[config.mk]
export PLATFORM = sky130hd
export DESIGN_NAME = lsu_ctrl
export DESIGN_NICKNAME = d
export VERILOG_FILES = /design/src/rtl/lsu_ctrl.sv
export SDC_FILE = /design/constraint.sdc
export NUM_CORES = 1
export LEC_CHECK = 0
export BUFFER_PORTS_ARGS = -buffer_cell sky130_fd_sc_hd__buf_2
export CAP_MARGIN = 25
export CORE_UTILIZATION = 30
export CTS_CLUSTER_SIZE = 30
export DETAILED_ROUTE_END_ITERATION = 6
export SETUP_SLACK_MARGIN = 0.05
export SLEW_MARGIN = 15
export SYNTH_ARGS = -nofsm -noshare
export SYNTH_HDL_FRONTEND = slang
export SYNTH_SLANG_ARGS = --single-unit
export TNS_END_PERCENT = 30
[constraint.sdc]
create_clock -name CLK -period 2 [get_ports CLK]
set_clock_uncertainty 0.05 [all_clocks]
set_input_delay 0 -clock CLK [delete_from_list [all_inputs] [get_ports CLK]]
set_output_delay 0 -clock CLK [all_outputs]
set_load 0.03 [all_outputs]
[src/rtl/lsu_ctrl.sv]
// Load/store unit between MEM stage and data_mem: byte-lane write enables, lane-shifted
// store data and load extraction. `LSU_MISALIGN_SPLIT_EN` enables two-beat split accesses.
module lsu_lane #(
  parameter int LANE = 0
) (
  input  logic       en,
  input  logic [3:0] lo,
  input  logic [3:0] hi,
  output logic       we
);
  localparam logic [3:0] L = 4'(LANE);
  assign we = en && (L >= lo) && (L <= hi);
endmodule

module lsu_ctrl #(
  parameter int ADDRESS_WIDTH = 17,
  parameter int DATA_WIDTH    = 32
) (
  input  logic                     CLK,
  input  logic                     RST,
  input  logic                     req_valid,
  output logic                     req_ready,
  input  logic                     req_store,
  input  logic [2:0]               req_funct3,
  input  logic [ADDRESS_WIDTH-1:0] req_addr,
  input  logic [DATA_WIDTH-1:0]    req_wdata,
  output logic                     rsp_valid,
  output logic [DATA_WIDTH-1:0]    rsp_rdata,
  output logic                     misaligned_err,
  output logic [ADDRESS_WIDTH-1:0] mem_A,
  output logic [DATA_WIDTH-1:0]    mem_WD,
  output logic                     mem_WE0,
  output logic                     mem_WE1,
  output logic                     mem_WE2,
  output logic                     mem_WE3,
  input  logic [DATA_WIDTH-1:0]    mem_RD
);
  localparam int AW = ADDRESS_WIDTH;

  function automatic logic [DATA_WIDTH-1:0] ext(input logic [2:0] f3, input logic [DATA_WIDTH-1:0] d);
    case (f3)
      3'b000:  ext = {{24{d[7]}}, d[7:0]};
      3'b001:  ext = {{16{d[15]}}, d[15:0]};
      3'b100:  ext = {24'b0, d[7:0]};
      3'b101:  ext = {16'b0, d[15:0]};
      default: ext = d;
    endcase
  endfunction

  logic [1:0]            off;
  logic [2:0]            size;
  logic                  legal, split_cls, accept;
  logic [3:0]            last;
  logic [AW-1:0]         a_al;
  logic [DATA_WIDTH-1:0] rd_sh;
  logic [3:0]            lane_lo, lane_hi;
  logic                  lane_en;
  logic [3:0]            we;

  assign off    = req_addr[1:0];
  assign a_al   = {req_addr[AW-1:2], 2'b00};
  assign rd_sh  = mem_RD >> {off, 3'b000};
  assign accept = req_valid && req_ready;

  always_comb begin
    size  = 3'd1;
    legal = 1'b0;
    case (req_funct3)
      3'b000: begin size = 3'd1; legal = 1'b1;       end
      3'b001: begin size = 3'd2; legal = 1'b1;       end
      3'b010: begin size = 3'd4; legal = 1'b1;       end
      3'b100: begin size = 3'd1; legal = !req_store; end
      3'b101: begin size = 3'd2; legal = !req_store; end
      default: ;
    endcase
  end

  // last byte lane touched; anything beyond lane 3 spills into the next word
  assign last      = {2'b00, off} + {1'b0, size} - 4'd1;
  assign split_cls = legal && (last > 4'd3);

  for (genvar i = 0; i < 4; i++) begin : g_lane
    lsu_lane #(.LANE(i)) u_lane (.en(lane_en), .lo(lane_lo), .hi(lane_hi), .we(we[i]));
  end

  assign {mem_WE3, mem_WE2, mem_WE1, mem_WE0} = we;

`ifdef LSU_MISALIGN_SPLIT_EN
  typedef enum logic {IDLE, BEAT2} state_t;

  state_t                state;
  logic [AW-1:0]         addr_r;
  logic [2:0]            f3_r;
  logic                  store_r;
  logic [DATA_WIDTH-1:0] wdata_r;
  logic [DATA_WIDTH-1:0] lo_r;
  logic [1:0]            off_r;
  logic [2:0]            size_r;
  logic [3:0]            last_r;
  logic [2:0]            sh2;
  logic [DATA_WIDTH-1:0] asm_rd;

  assign req_ready      = (state == IDLE);
  assign misaligned_err = 1'b0;
  assign last_r         = {2'b00, off_r} + {1'b0, size_r} - 4'd1;
  assign sh2            = 3'd4 - {1'b0, off_r};
  // beat-1 bytes sit low in lo_r; beat-2 bytes are placed just above them
  assign asm_rd         = lo_r | (mem_RD << {sh2, 3'b000});

  always_comb begin
    mem_A   = a_al;
    mem_WD  = req_wdata << {off, 3'b000};
    lane_lo = {2'b00, off};
    lane_hi = split_cls ? 4'd3 : last;
    lane_en = accept && legal && req_store;
    if (state == BEAT2) begin
      mem_A   = addr_r;
      mem_WD  = wdata_r >> {sh2, 3'b000};
      lane_lo = 4'd0;
      lane_hi = last_r - 4'd4;
      lane_en = store_r;
    end
  end

  always_ff @(posedge CLK or posedge RST) begin
    if (RST) begin
      state     <= IDLE;
      rsp_valid <= 1'b0;
      rsp_rdata <= '0;
      addr_r    <= '0;
      f3_r      <= '0;
      store_r   <= 1'b0;
      wdata_r   <= '0;
      lo_r      <= '0;
      off_r     <= '0;
      size_r    <= '0;
    end else begin
      case (state)
        IDLE: begin
          rsp_valid <= 1'b0;
          rsp_rdata <= '0;
          if (accept) begin
            if (split_cls) begin
              state   <= BEAT2;
              addr_r  <= a_al + AW'(4);
              f3_r    <= req_funct3;
              store_r <= req_store;
              wdata_r <= req_wdata;
              lo_r    <= rd_sh;
              off_r   <= off;
              size_r  <= size;
            end else begin
              rsp_valid <= 1'b1;
              if (legal && !req_store) rsp_rdata <= ext(req_funct3, rd_sh);
            end
          end
        end
        BEAT2: begin
          state     <= IDLE;
          rsp_valid <= 1'b1;
          rsp_rdata <= store_r ? '0 : ext(f3_r, asm_rd);
        end
        default: state <= IDLE;
      endcase
    end
  end
`else
  assign req_ready = 1'b1;

  always_comb begin
    mem_A   = a_al;
    mem_WD  = req_wdata << {off, 3'b000};
    lane_lo = {2'b00, off};
    lane_hi = last;
    lane_en = accept && legal && req_store && !split_cls;
  end

  always_ff @(posedge CLK or posedge RST) begin
    if (RST) begin
      rsp_valid      <= 1'b0;
      rsp_rdata      <= '0;
      misaligned_err <= 1'b0;
    end else begin
      rsp_valid      <= accept;
      rsp_rdata      <= '0;
      misaligned_err <= accept && split_cls;
      if (accept && legal && !split_cls && !req_store) rsp_rdata <= ext(req_funct3, rd_sh);
    end
  end
`endif
endmodule

==> run metrics <==
status finished, violations left; failing checks setup timing; Hold Crit Depth 3; Die Y 92.8 um; Fmax 0.474 GHz; Clock Sinks 34; final setup violation count 15; worst hold endpoint rsp_rdata[15]; most frequent cell on the critical path buf_6; Post-Syn Instances 277; CTS Buffer Depth 2; vias post-DR 2,731; fill count 794; first-pass GRT wire length 13.1 mm; Power Total 1.96 mW; pre-CTS WS -493 ps; initial antenna violation count 0; Critical Path RT 1950 ps; DRC violations left 0; Routed WL per cell 15.6 um; Adder-Cell Fraction of Synth Area 2.33%; Antenna Cells 0; Worst Hold Launch mem_RD[23]; yosys warns 0; period utilisation layout 105%; largest net degree at the start of global routing 64; Post-synth ARST share 100%; compound-cell area share of the yosys netlist 21.4%; setup ws final -110 ps; worst-margin pin slew 649 ps; #FFs+latches synth 34; Die X 92.8 um; CP max FO 3; Synth Area in Simple Gates 16.6%; PortBufs 142; row cnt 32; Max Slew Vio Count 0; # IOs 176; post-synthesis mux area share 13.3%; placed standard-cell area 3320 um2; die area 8620 um2; Overflow after GRT 0; core box area 7850 um2; Synth cell types 36; worst min-delay path class primary input to flop; clock slew at reported path FFs 60 ps; vias in the first global route 2,564; setup_tns -723 ps; EDFF count, synth 0; gr usage total 19.5%; worst vdd ir 0.236 mV; CTS Root Cell clkbuf_8; total CTS buffers 5; GPL Wtd Cong 0.865; drt first pass iters 4; critical path's slowest cell fa_2; Post-Synth XOR/XNOR Area 0.708%; ratio of total power to cell area 495 nW/um2; CP endpoint kind output pin; post-DP HPWL 6.18 mm; final wirelength 8.64 mm; CP Class primary input to output pin; CTS tree done; CP Cell Sequence buf_6 -> nor3b_4 -> nand2b_4 -> ha_4 -> inv_2 -> ha_4 -> inv_2 -> fa_2 -> and3_4 -> nand3_4 -> buf_6 -> a211oi_4 -> buf_6; total instance count after detailed placement 508; layout cells sized above 1 45.6%; Seq. cell area 851 um2; Iter 0 DRT Violations 170; multi-input logic area 1540 um2; Leak 2.09 nW; final instance area 3950 um2; fin nets 545; Mean Syn Cell Area 8.93 um2; CP max stage delay 560 ps; sequential cell area fraction in the yosys report 34.4%; Synth Flop Type dfrtp_1; commonest non-fill, non-tap cell in the layout buf_2; area grow syn2layout 59.7%; Worst slew margin 56.6%; Cell Area, Synth 2470 um2; CP startpoint kind primary input; max_cap viols 0; Via density 4.93; RSZ-0062 raised after global routing yes; htree depth 2; Final Hold Fails 0; post-layout min period 2110 ps; most frequent cells in the layout buf_2, dfrtp_1, mux2i_1, dlygate4sd3_1, nor2_1; WP data arrival 2060 ps; largest family of logic cells by synthesized area compound AO/OA/AOI/OAI gates; fin cells 554; Initial Utilization 31.5%; Detail Route Antenna Nets 0
cells in the mapped netlist (3+ instances only):
library cell | number | share of area [%]
nor2b_1 | 16 | 4.0
ha_1 | 3 | 1.5
buf_4 | 18 | 5.5
mux2i_1 | 33 | 13
a211oi_1 | 32 | 9.7
o21ai_0 | 20 | 4.0
nor2_1 | 31 | 4.7
a21oi_1 | 10 | 2.0
and2_1 | 9 | 2.3
dfrtp_1 | 34 | 34
buf_6 | 3 | 1.4
buf_2 | 8 | 1.6
a21o_1 | 7 | 2.1
nand2_1 | 11 | 1.7
clkbuf_1 | 6 | 0.91
inv_1 | 7 | 1.1
layout make-up:
type                            count  area share (%)
Tap cell                          102            3.23
Inverter                            7           0.665
Timing Repair Buffer              205            33.5
Clock buffer                        6            2.09
Multi-Input combinational cell    200            39.0
Sequential cell                    34            21.5
worst max-delay path: cells and delay by family:
family / cells / cell delay, ps
compound gates: 1 / 160
simple gates: 4 / 570
buf+inv: 5 / 510
fa+ha+maj: 3 / 830
power by group:
group | switching [mW] | internal (mW) | total [mW]
Clock | 0.223 | 0.265 | 0.488
Sequential | 0.00334 | 0.701 | 0.704
Combinational | 0.462 | 0.303 | 0.765
routing by layer:
| layer | vias to the layer above | global-route usage (%) | part of all wire [%] |
|---|---|---|---|
| met1 | 1282 | 24.1 | 43 |
| met5 | - | 0 | 0 |
| li1 | 1309 | - | - |
| met2 | 132 | 35.3 | 50 |
| met3 | 8 | 2.79 | 6.5 |
| met4 | 0 | 5.00 | 1.1 |
through the flow:
stage | utilization [%] | hold slack, ps
5_1_grt | 50.4 | 29.4
2_1_floorplan | - | -18.6
3_5_place_dp | 42.3 | -49.6
4_1_cts | 49.8 | 18.4
3_3_place_gp | 42.3 | -49.6
6_report | 50.4 | 22.3
logic make-up (layout without fill, tap and decap cells):
family	count (synthesis)	count (layout)
multiplexers	33	33
adder cells (fa/ha/maj)	4	4
buffers and inverters	45	218
XOR/XNOR	2	2
AND/OR/NAND/NOR	81	81
AO/OA/AOI/OAI	76	77
flip-flops	34	34
other	2	3
how the worst max path moves through the flow:
| stage | from | to | slack (ps) | cells past startpoint |
|---|---|---|---|---|
| detailed placement | req_funct3[1] | rsp_rdata[28] | -490 | 11 |
| floorplan | req_funct3[1] | rsp_rdata[16] | -300 | 13 |
| CTS | req_funct3[1] | mem_WE0 | -110 | 13 |
| global route | req_funct3[1] | mem_WE2 | -160 | 13 |
| finish | req_funct3[1] | mem_WE2 | -110 | 13 |
| global placement | req_funct3[1] | rsp_rdata[27] | -400 | 11 |
what timing repair did:
action,in CTS,in global routing
hold endpoints to repair,71,0
pin swaps,12,5
cloned,1,0
setup endpoints to repair,34,31
hold buffers,32,0
setup buffers,6,1
gates resized for setup,28,8
sequential cells by signal, indices dropped and copies added (netlist names):
name            cells
rsp_rdata          32
rsp_valid           1
misaligned_err      1
Power figures use the tool's default switching activity.
